**src/rtl/muldiv_unit.sv**
```systemverilog
// Iterative RV32M multiply/divide unit: radix-2 shift-add multiply and restoring divide, one bit per cycle.
// Optional MULDIV_EARLY_OUT_EN lets divide-by-zero, signed-overflow divides and zero-operand multiplies skip CALC.
module muldiv_unit #(
  parameter int DATA_WIDTH = 32,
  parameter int CNT_WIDTH  = $clog2(DATA_WIDTH + 1)
) (
  input  logic                  clk_i,
  input  logic                  rst_i,
  input  logic                  start_i,
  input  logic [2:0]            funct3_i,
  input  logic [DATA_WIDTH-1:0] a_i,
  input  logic [DATA_WIDTH-1:0] b_i,
  output logic                  busy_o,
  output logic                  done_o,
  output logic                  div_by_zero_o,
  output logic [DATA_WIDTH-1:0] result_o
);

  localparam int W = DATA_WIDTH;

  localparam logic [1:0] S_IDLE   = 2'd0;
  localparam logic [1:0] S_CALC   = 2'd1;
  localparam logic [1:0] S_FINISH = 2'd2;

  localparam logic [2:0] OP_MUL    = 3'b000;
  localparam logic [2:0] OP_MULH   = 3'b001;
  localparam logic [2:0] OP_MULHSU = 3'b010;
  localparam logic [2:0] OP_MULHU  = 3'b011;
  localparam logic [2:0] OP_DIV    = 3'b100;
  localparam logic [2:0] OP_DIVU   = 3'b101;
  localparam logic [2:0] OP_REM    = 3'b110;

  logic [1:0]           state_q, state_d;
  logic [2:0]           op_q, op_d;
  logic                 neg_q, neg_d;
  logic                 dbz_q, dbz_d;
  logic [W-1:0]         opb_q, opb_d;
  logic [2*W-1:0]       acc_q, acc_d;
  logic [CNT_WIDTH-1:0] cnt_q, cnt_d;
  logic                 done_q, done_d;
  logic                 dbz_out_q, dbz_out_d;
  logic [W-1:0]         result_q, result_d;

  logic         is_div, a_signed, b_signed, sign_a, sign_b, b_zero, start_neg;
  logic [W-1:0] mag_a, mag_b;
`ifdef MULDIV_EARLY_OUT_EN
  logic         div_ovf, mul_zero;
`endif

  // Operand decode for the acceptance cycle: magnitudes plus the sign the final result must carry.
  always_comb begin
    is_div   = funct3_i[2];
    a_signed = (funct3_i == OP_MULH) || (funct3_i == OP_MULHSU) ||
               (funct3_i == OP_DIV)  || (funct3_i == OP_REM);
    b_signed = (funct3_i == OP_MULH) || (funct3_i == OP_DIV) || (funct3_i == OP_REM);
    sign_a   = a_signed & a_i[W-1];
    sign_b   = b_signed & b_i[W-1];
    mag_a    = sign_a ? -a_i : a_i;
    mag_b    = sign_b ? -b_i : b_i;
    b_zero   = (b_i == '0);
    if (!is_div) begin
      start_neg = sign_a ^ sign_b;
    end else if (funct3_i[1]) begin
      start_neg = sign_a;
    end else begin
      // A zero divisor must yield all ones, so the quotient is never negated.
      start_neg = (sign_a ^ sign_b) & ~b_zero;
    end
`ifdef MULDIV_EARLY_OUT_EN
    div_ovf  = ((funct3_i == OP_DIV) || (funct3_i == OP_REM)) &&
               (a_i == {1'b1, {(W-1){1'b0}}}) && (b_i == '1);
    mul_zero = (a_i == '0) || b_zero;
`endif
  end

  logic [W:0]     mul_sum, div_shift, div_diff;
  logic [2*W-1:0] mul_next, div_next;

  // acc holds {product_hi, multiplier} for multiply and {remainder, dividend/quotient} for divide.
  always_comb begin
    mul_sum   = {1'b0, acc_q[2*W-1:W]} + {1'b0, opb_q};
    mul_next  = acc_q[0] ? {mul_sum, acc_q[W-1:1]} : {1'b0, acc_q[2*W-1:1]};
    div_shift = {acc_q[2*W-1:W], acc_q[W-1]};
    div_diff  = div_shift - {1'b0, opb_q};
    div_next  = div_diff[W] ? {div_shift[W-1:0], acc_q[W-2:0], 1'b0}
                            : {div_diff[W-1:0],  acc_q[W-2:0], 1'b1};
  end

  always_comb begin
    state_d = state_q;
    op_d    = op_q;
    neg_d   = neg_q;
    dbz_d   = dbz_q;
    opb_d   = opb_q;
    acc_d   = acc_q;
    cnt_d   = cnt_q;
    case (state_q)
      S_IDLE: begin
        if (start_i) begin
          op_d    = funct3_i;
          neg_d   = start_neg;
          dbz_d   = is_div & b_zero;
          cnt_d   = CNT_WIDTH'(W);
          state_d = S_CALC;
          if (is_div) begin
            opb_d = mag_b;
            acc_d = {{W{1'b0}}, mag_a};
          end else begin
            opb_d = mag_a;
            acc_d = {{W{1'b0}}, mag_b};
          end
`ifdef MULDIV_EARLY_OUT_EN
          // Preload acc with what the full iteration would have produced.
          if (is_div && b_zero) begin
            acc_d   = {mag_a, {W{1'b1}}};
            state_d = S_FINISH;
          end else if (div_ovf) begin
            state_d = S_FINISH;
          end else if (!is_div && mul_zero) begin
            acc_d   = '0;
            state_d = S_FINISH;
          end
`endif
        end
      end
      S_CALC: begin
        acc_d = op_q[2] ? div_next : mul_next;
        cnt_d = cnt_q - CNT_WIDTH'(1);
        if (cnt_q == CNT_WIDTH'(1)) begin
          state_d = S_FINISH;
        end
      end
      S_FINISH: state_d = S_IDLE;
      default:  state_d = S_IDLE;
    endcase
  end

  logic [2*W-1:0] prod_fix;
  logic [W-1:0]   quot_fix, rem_fix, fin_result;

  // The result register is loaded on the edge entering FINISH so it is valid alongside done_o.
  always_comb begin
    prod_fix = neg_d ? -acc_d : acc_d;
    quot_fix = neg_d ? -acc_d[W-1:0] : acc_d[W-1:0];
    rem_fix  = neg_d ? -acc_d[2*W-1:W] : acc_d[2*W-1:W];
    case (op_d)
      OP_MUL:                       fin_result = prod_fix[W-1:0];
      OP_MULH, OP_MULHSU, OP_MULHU: fin_result = prod_fix[2*W-1:W];
      OP_DIV, OP_DIVU:              fin_result = quot_fix;
      default:                      fin_result = rem_fix;
    endcase
    done_d    = (state_d == S_FINISH);
    result_d  = done_d ? fin_result : result_q;
    dbz_out_d = done_d ? dbz_d : dbz_out_q;
  end

  always_ff @(posedge clk_i) begin
    if (rst_i) begin
      state_q   <= S_IDLE;
      op_q      <= '0;
      neg_q     <= 1'b0;
      dbz_q     <= 1'b0;
      opb_q     <= '0;
      acc_q     <= '0;
      cnt_q     <= '0;
      done_q    <= 1'b0;
      dbz_out_q <= 1'b0;
      result_q  <= '0;
    end else begin
      state_q   <= state_d;
      op_q      <= op_d;
      neg_q     <= neg_d;
      dbz_q     <= dbz_d;
      opb_q     <= opb_d;
      acc_q     <= acc_d;
      cnt_q     <= cnt_d;
      done_q    <= done_d;
      dbz_out_q <= dbz_out_d;
      result_q  <= result_d;
    end
  end

  assign busy_o        = (state_q != S_IDLE);
  assign done_o        = done_q;
  assign div_by_zero_o = dbz_out_q;
  assign result_o      = result_q;

endmodule

```
**config.mk**
```make
export PLATFORM = sky130hd
export DESIGN_NAME = muldiv_unit
export DESIGN_NICKNAME = d
export VERILOG_FILES = /design/src/rtl/muldiv_unit.sv
export SDC_FILE = /design/constraint.sdc
export NUM_CORES = 1
export LEC_CHECK = 0
export BUFFER_PORTS_ARGS = -buffer_cell sky130_fd_sc_hd__buf_2
export CELL_PAD_IN_SITES_DETAIL_PLACEMENT = 1
export CELL_PAD_IN_SITES_GLOBAL_PLACEMENT = 1
export CORE_MARGIN = 4
export CORE_UTILIZATION = 50
export CTS_CLUSTER_DIAMETER = 40
export DETAILED_ROUTE_END_ITERATION = 16
export GPL_TIMING_DRIVEN = 0
export PLACE_DENSITY = 0.92
export SETUP_SLACK_MARGIN = 0.4
export SLEW_MARGIN = 5
export SYNTH_ARGS = -nofsm -noshare
export SYNTH_HDL_FRONTEND = slang
export SYNTH_SLANG_ARGS = --single-unit
export TNS_END_PERCENT = 10
```
**constraint.sdc**
```tcl
create_clock -name clk_i -period 11.6 [get_ports clk_i]
set_clock_uncertainty 0.2 [all_clocks]
set_input_delay 0.58 -clock clk_i [delete_from_list [all_inputs] [get_ports clk_i]]
set_output_delay 0.58 -clock clk_i [all_outputs]
set_load 0.05 [all_outputs]
```
# Word level (Yosys, flattened, before mapping)
# Index checks and enable logic that the tools add are counted.
[classes]
addsub = 8
n_mul = 0
div = 0
order_cmp = 0
n_eq_ne = 13
shifts = 0
muxes = 26
bitwise = 6
reduce_logical = 14
[ops]
columns = ["operator", "count"]
rows = [
  ["64-bit two-way mux", 5],
  ["32-bit two-way mux", 6],
  ["32-bit negator", 4],
  ["64-bit one-hot mux with 2 select lines", 1],
  ["32-bit one-hot mux with 3 select lines", 1],
  ["64-bit negator", 1],
  ["32-bit by 32-bit adder with 33-bit output", 1],
  ["33-bit by 32-bit subtractor with 33-bit output", 1],
  ["32-bit logical NOT", 1],
  ["3-bit equality test (second input constant)", 4],
  ["6-bit one-hot mux with 2 select lines", 1],
  ["3-bit by 2-bit equality test with 1-bit output (second input constant)", 3],
  ["3-bit by 1-bit equality test with 1-bit output (second input constant)", 2],
  ["6-bit by 1-bit equality test with 1-bit output (second input constant)", 1],
  ["1-bit two-way mux", 6],
  ["3-bit two-way mux", 2],
  ["6-bit two-way mux", 1],
  ["6-bit by 1-bit subtractor with 6-bit output (second input constant)", 1],
  ["1-bit logical OR", 5],
  ["1-bit bitwise AND", 4],
  ["2-bit two-way mux", 2],
  ["2-bit one-hot mux with 2 select lines", 1],
  ["2-bit AND reduction", 2],
  ["2-bit nonzero test", 2],
  ["other kinds (9)", 9],
]
[totals]
reg_bits = 143
latchBits = 0
ramBits = 0
mem_bits_ro = 0
inputBits = 70
out_inout_bits = 35
wordCells = 77
mem_count = 0

# Logic depth before layout (Yosys ltp)
# Gate-level depths: netlist of the first run.
[logic_depth]
depth_word = 13
depth_mapped = 25

# Least setup slack after synthesis of the first run
# OpenSTA, ideal clock, no wires.
[synth_path]
kind = "register -> register"
from = "reg acc_q[31]"
to = "reg result_q[22], in the netlist result_o[22]"
setup_time_ns = 0.123
arrival_ns = 5.420
required_time_ns = 11.277
path_slack_ns = 5.857
path_stages_with_launch = 26
n_path_buf = 3
path_cell_list = "dfxtp_1 -> inv_1 -> ha_1 -> fa_1 -> nand2b_1 -> a21o_1 -> a21o_1 -> buf_2 -> o21ai_1 -> and3_1 -> clkbuf_1 -> nor3_1 -> buf_2 -> o21bai_1 -> ha_1 -> inv_1 -> a2111o_1 -> a311oi_1 -> nand4_1 -> nor4_1 -> nand2_1 -> nor4_4 -> a41oi_1 -> xnor2_1 -> a221oi_1 -> nor2_1"
[synth_between]
elab_chain_len = 7
elab_cells_between_ends = 13
classes_between = "4 x add/sub; 9 x mux"
[synth_rtl]
columns = ["element", "line_no", "rtl"]
rows = [
  ["from (decl)", "38", "logic [2*W-1:0] acc_q, acc_d;"],
  ["from (signal assigned)", "164", "acc_q <= '0;"],
  ["from (signal assigned)", "175", "acc_q <= acc_d;"],
  ["33-bit by 32-bit subtractor with 33-bit output", "84", "div_diff = div_shift - {1'b0, opb_q};"],
  ["64-bit two-way mux", "85", "div_next = div_diff[W] ? {div_shift[W-1:0], acc_q[W-2:0], 1'b0}"],
  ["64-bit two-way mux", "127", "acc_d = op_q[2] ? div_next : mul_next;"],
  ["64-bit one-hot mux with 2 select lines *", "97", "case (state_q)"],
  ["64-bit negator (tied with other cells)", "143", "prod_fix = neg_d ? -acc_d : acc_d;"],
  ["64-bit two-way mux (tied with other cells)", "143", ""],
  ["32-bit one-hot mux with 3 select lines *", "146", "case (op_d)"],
  ["to (signal assigned)", "179", "result_q <= result_d;"],
  ["to (decl)", "42", "logic [W-1:0] result_q, result_d;"],
]
# Mark *: on every way between the ends. The rest lies on a longest branch, timed or not.
# A chain may end at the register's enable or synchronous reset.

# Worst setup path in the final report of the first run
[layout_path]
from = "reg acc_q[31]"
to = "reg result_q[20], in the netlist result_o[20]"
# Same word-level chain as after synthesis.

==> results of run 1 <==
-- how the worst max path moves through the flow --
stage                        end  cells after the start         from
floorplan           result_o[22]                     25    acc_q[31]
global placement    result_o[22]                     20  funct3_i[2]
detailed placement  result_o[14]                     20  funct3_i[2]
CTS                 result_o[18]                     25    acc_q[31]
global route        result_o[26]                     25    acc_q[31]
finish              result_o[20]                     25    acc_q[31]
-- stage by stage --
stage	instance area (sq um)	power [mW]
floorplan	16700	1.26
global placement	17700	1.61
detailed placement	17700	1.64
CTS	18300	2.22
global route	18300	2.36
finish	18300	2.30
-- layer usage --
layer / share of wire / routed length, um / GRT usage
met1: 0.36 / 31800 / 0.559
met2: 0.43 / 37600 / 0.729
met3: 0.11 / 9940 / 0.112
met4: 0.099 / 8700 / 0.360
met5: 0.00028 / 25 / 0
-- state kept, by name, summed over array words and instances (netlist names) --
signal / cells
neg_q: 1
done_o: 1
dbz_q: 1
acc_q: 64
state_q: 2
opb_q: 32
div_by_zero_o: 1
cnt_q: 6
op_q: 3
result_o: 32
-- logic make-up (layout without fill, tap and decap cells) --
family	count (synthesis)	count (layout)	share of synthesized area
AOI/OAI and AO/OA	817	817	0.330
muxes	66	66	0.0409
adders and majority gates	72	72	0.0550
xor gates and xnor gates	150	150	0.0788
buffers and inverters	229	350	0.0550
and+or+nand+nor	863	863	0.268
DFF	143	143	0.172
-- power breakdown --
part	internal (mW)	leakage [nW]	switching, mW
logic	0.340	5.38	0.798
clock network	0.332	0.288	0.258
registers	0.525	1.17	0.0490
total	1.20	6.83	1.11
-- worst min-delay path, cell delays in order, from the launching register on --
cell and delay [ns]:
dfxtp_1 0.32, nand3_1 0.06, o41ai_1 0.06
-- cell usage in the layout, fill, tap and decap left out, drive strengths merged, types with 35 or more instances in the layout --
cell | netlist | final
o31ai | 41 | 41
nand4 | 39 | 39
a31oi | 53 | 53
clkbuf | 123 | 145
xnor2 | 90 | 90
nor3 | 64 | 64
nand3 | 53 | 53
a21oi | 216 | 216
xor2 | 60 | 60
inv | 61 | 65
nand2 | 222 | 222
o211ai | 35 | 35
ha | 70 | 70
buf | 42 | 131
mux2i | 49 | 49
dfxtp | 143 | 143
nor4 | 39 | 39
nor2 | 243 | 243
o21ai | 165 | 165
-- final cells by class --
| cell class | instances | area [sq um] | share of cell area |
|---|---|---|---|
| multi-input cells | 1968 | 12900 | 0.706 |
| flip-flops and latches | 143 | 2860 | 0.157 |
| plain buffers | 165 | 676 | 0.0370 |
| well taps | 442 | 553 | 0.0303 |
| clock buffers | 22 | 464 | 0.0254 |
| repair buffers | 89 | 445 | 0.0244 |
| inverters | 64 | 240 | 0.0132 |
| clock inverters | 10 | 128 | 0.00699 |
==> impl_metrics.env, run 1 <==
export IMPL_status="finished clean"
export IMPL_timing_rr_start="acc_q[31]"
export IMPL_clockRootBuffer="clkbuf_16"
export IMPL_clockBufferDepth=2
export IMPL_critPathKind="reg2reg"
export IMPL_timing_rr_end="result_o[20]"
export IMPL_synth_area_sq_um=16700
export IMPL_fin_ws_ns=3.87
export IMPL_die_h_um=191
export IMPL_hold_buffers=0
export IMPL_grt_overflow=0
export IMPL_max_freq_mhz=129
export IMPL_post_cts_buffers=0
export IMPL_vias=21400
export IMPL_io_pins=105
export IMPL_synth_top_cell_area_share=0.172
export IMPL_antenna_found_initial=4
export IMPL_rsz0062_at_grt="false"
export IMPL_whs_ns=0.284
export IMPL_synthTopCellsByArea="dfxtp_1, a21oi_1, nor2_1"
export IMPL_gr_usage_all_layers=0.469
export IMPL_vdd_ir_drop_max_uv=126
export IMPL_synth_cell_types=107
export IMPL_dp_cells=2871
export IMPL_ctsResizeCount=0
export IMPL_cpLargestDelayFamily="compound AO/OA/AOI/OAI gates"
export IMPL_yosysWarnings=0
export IMPL_hold_depth=2
export IMPL_fin_setup_tns_ns=0
export IMPL_hold_path_class="reg2reg"
export IMPL_syn2layout_area_growth_pct=9.58
export IMPL_hold_end="result_o[16]"
export IMPL_startpoint_type="flip-flop"
export IMPL_finalSetupViolations=0
export IMPL_p_leak_nw=6.83
export IMPL_ant_nets=0
export IMPL_final_util=0.558
export IMPL_coreArea_sq_um=32700
export IMPL_io_buffer_count=89
export IMPL_fin_crit_ns=7.73
export IMPL_finalHoldViolations=0
export IMPL_cts_max_level=4
export IMPL_synth_most_common_cell="nor2_1"
export IMPL_rrSetupSlack_ns=3.87
export IMPL_critPathCaptureType="flip-flop"
export IMPL_synth_nets=2482
export IMPL_row_count=66
export IMPL_synth_seq_cells=143
export IMPL_synth_async_reset_ratio=0
export IMPL_dp_slack_ns=3.62
export IMPL_cpMaxStageDelayCell="nor4_2"
export IMPL_fp_dieW_um=191
export IMPL_place_congestion=1.12
export IMPL_p_per_area_nw_per_um2=126
export IMPL_fill_cells=4343
export IMPL_drt_iter0_drc=2850
export IMPL_ys_seq_area_frac=0.172
export IMPL_wirelength_um=88100
export IMPL_crit_required_ns=11.79
export IMPL_synth_edf_count=0
export IMPL_final_cells=2903
export IMPL_route_detailed_drc=0
export IMPL_netlist_top_cells_count="nor2_1, nand2_1, a21oi_1"
export IMPL_crit_buf_inv=5
export IMPL_grt_max_degree=17
export IMPL_hold_path_startpoint="result_o[16]"
export IMPL_maxCapViolCount=0
export IMPL_cts_reportedPaths_clkPinSlew_ns=0.07
export IMPL_synth_area_per_cell_sq_um=7.12
export IMPL_arrival_ns=7.92
export IMPL_syn_inst=2340
export IMPL_drive_above_1_share=0.0963
export IMPL_synth_ff_type="dfxtp_1"
export IMPL_die_area_sq_um=36300
export IMPL_worstRegToRegCells=25
export IMPL_vias_per_cell=7.37
export IMPL_max_slew_worst_pin_slew_ns=1.37
export IMPL_fin_nets=2590
export IMPL_yosys_area_top_type="dfxtp_1"
export IMPL_cts_tree="built"
export IMPL_clk_latency_ns=0.47
export IMPL_antenna_cells=0
export IMPL_crit_fanout=10
export IMPL_cts_sinks=143
export IMPL_grt_pass1_wl_um=131000
export IMPL_cts_buffers_inserted=17
export IMPL_place_hpwl_um=69300
export IMPL_slew_headroom=0.0864
export IMPL_drv_slew=0
export IMPL_finalCritPeriodShare=0.667
export IMPL_initial_core_util=0.510
export IMPL_dr_pass1_iters=9
export IMPL_avgRoutedWirePerCell_um=30.3
export IMPL_grt_pass1_vias=21500
export IMPL_cpPeakStageDelay_ns=0.92
Power figures use the tool's default switching activity.
==> run 2, diff against run 1 <==
Settings changed: CORE_UTILIZATION 50 to 46, PLACE_DENSITY 0.92 to 0.86.
Clock period 11.6 ns to 7.5 ns, I/O delays scaled along.
==> run 2 against run 1 <==
  * Register-to-register slack lost 3.4 ns
  * Largest cell class unchanged
  * Worst setup slack lost 3.4 ns
  * Flip-flop and latch count is the same
  * Clock-buffer cell count shrank 2
  * Non-clock buffer count grew 6
  * Clock power grew 52%
  * Critical path type unchanged
  * Utilization shrank 4.2 points
==> impl_metrics.env, run 2 (synthesized netlist as in run 1, its figures left out) <==
export IMPL_die_h_um=198
export IMPL_slew_headroom=0.0732
export IMPL_dr_pass1_iters=6
export IMPL_fill_cells=4636
export IMPL_vias_per_cell=7.30
export IMPL_drt_iter0_drc=2489
export IMPL_crit_required_ns=7.60
export IMPL_dp_cells=2890
export IMPL_status="finished clean"
export IMPL_max_freq_mhz=142
export IMPL_placed_area_sq_um=17700
export IMPL_clockRootBuffer="clkbuf_16"
export IMPL_timing_rr_start="opb_q[18]"
export IMPL_power_mw=3.57
export IMPL_antenna_found_initial=0
export IMPL_syn2layout_area_growth_pct=10.4
export IMPL_finalSetupViolations=0
export IMPL_whs_ns=0.162
export IMPL_hold_path_startpoint="a_i[0]"
export IMPL_grt_pass1_wl_um=137000
export IMPL_cts_buffers_inserted=17
export IMPL_coreArea_sq_um=35700
export IMPL_critPathCaptureType="flip-flop"
export IMPL_clockBufferDepth=2
export IMPL_wirelength_um=92200
export IMPL_grt_pass1_vias=21500
export IMPL_fin_area_sq_um=18400
export IMPL_grt_max_degree=17
export IMPL_top_register="acc_q"
export IMPL_initial_core_util=0.467
export IMPL_register_area_sq_um=2860
export IMPL_finalHoldViolations=0
export IMPL_clk_latency_ns=0.45
export IMPL_crit_fanout=10
export IMPL_vdd_ir_drop_max_uv=160
export IMPL_hold_depth=3
export IMPL_row_count=69
export IMPL_die_area_sq_um=39300
export IMPL_arrival_ns=7.16
export IMPL_cts_tree="built"
export IMPL_fin_crit_ns=7.06
export IMPL_largest_register_ffs=64
export IMPL_io_buffer_count=89
export IMPL_rsz0062_at_grt="true"
export IMPL_avgRoutedWirePerCell_um=31.5
export IMPL_final_cells=2930
export IMPL_p_leak_nw=6.88
export IMPL_layout_common_cells="nor2_1, nand2_1, a21oi_1, o21ai_0, dfxtp_1"
export IMPL_layout_commonest_cell="nor2_1"
export IMPL_cts_max_level=4
export IMPL_drv_slew=0
export IMPL_ant_nets=0
export IMPL_cts_sinks=143
export IMPL_maxCapViolCount=0
export IMPL_place_hpwl_um=72300
export IMPL_io_pins=105
export IMPL_hold_path_class="in2reg"
export IMPL_rrSetupSlack_ns=0.44
export IMPL_worstRegToRegCells=18
export IMPL_final_util=0.516
export IMPL_multi_input_area_sq_um=13000
export IMPL_fin_nets=2596
export IMPL_grt_overflow=0
export IMPL_fp_dieW_um=198
export IMPL_max_slew_worst_pin_slew_ns=1.37
export IMPL_p_per_area_nw_per_um2=194
export IMPL_hold_end="opb_q[0]"
export IMPL_cts_reportedPaths_clkPinSlew_ns=0.07
export IMPL_vias=21400
export IMPL_timing_rr_end="result_o[17]"
export IMPL_finalCritPeriodShare=0.942
export IMPL_drive_above_1_share=0.103
export IMPL_place_congestion=1.07
export IMPL_critPathKind="reg2reg"
export IMPL_route_detailed_drc=0
export IMPL_gr_usage_all_layers=0.455
export IMPL_startpoint_type="flip-flop"
## run 2: changes by cell type in the layout (fill, tap and decap cells not counted), moves of 2 or more
cell        previous run  this run
buf_4                  4         9
clkbuf_1             126       123
clkinvlp_4             1         4
diode_2                0         2
nor4_1                31        29
o21ai_1               16        14
## run 2: critical path: stages, from the launching register on
cell and delay (ns):
dfxtp_1 0.48, inv_1 0.11, ha_1 0.31, clkbuf_1 0.31
nand2_1 0.19, o21ai_1 0.18, a221o_1 0.28, a21oi_1 0.14
o21ai_2 0.36, clkbuf_1 0.58, clkbuf_1 0.47, nor4_1 0.19
a211oi_2 0.80, nand4_1 0.69, nand2b_1 0.40, o31ai_1 0.37
xor2_1 0.13, a22oi_1 0.51, a21oi_1 0.19
## run 2: through the flow
stage | setup TNS (ns) | worst slack (ns)
after floorplan | 0 | 1.76
after global placement | -1.37 | -0.358
after detailed placement | -2.22 | -0.507
after CTS | 0 | 0.355
after global routing | 0 | 0.356
final | 0 | 0.439
## run 2: area by class of cell
class,count,area share
multi-input combinational,1968,0.705
sequential,143,0.156
buffer,165,0.0368
tap,461,0.0313
timing repair buffer,95,0.0265
clock buffer,20,0.0248
inverter,64,0.0131
clock inverter,12,0.00687
antenna,2,0.000272
## run 2: worst max path at each step
stage / startpoint / end / slack (ns) / depth (start not counted)
global placement: acc_q[31] / result_o[22] / -0.36 / 25
global route: acc_q[31] / result_o[18] / 0.36 / 26
detailed placement: acc_q[31] / result_o[22] / -0.51 / 25
CTS: acc_q[31] / result_o[20] / 0.35 / 19
finish: opb_q[18] / result_o[17] / 0.44 / 18
floorplan: acc_q[31] / result_o[22] / 1.76 / 25
## run 2: what timing repair did
action / 4_1_cts / 5_1_grt
hold buffers: 0 / 0
endpoints found under the hold margin: 0 / 0
gates resized for setup: 8 / 8
setup endpoints to repair: 15 / 14
pin swaps: 1 / 1
setup buffers: 1 / 4
## run 2: metal layers
layer	track usage	up-vias	share of wire
met1	0.540	10300	0.36
met3	0.115	522	0.11
li1	-	9044	-
met5	0	-	0
met4	0.339	0	0.094
met2	0.709	1470	0.43
## run 2: report_power, final
group	leakage (nW)	total (mW)	internal, mW	switching, mW
Sequential	1.17	0.885	0.811	0.0742
Combinational	5.44	1.79	0.537	1.25
Clock	0.274	0.896	0.483	0.412
Total	6.88	3.57	1.83	1.74
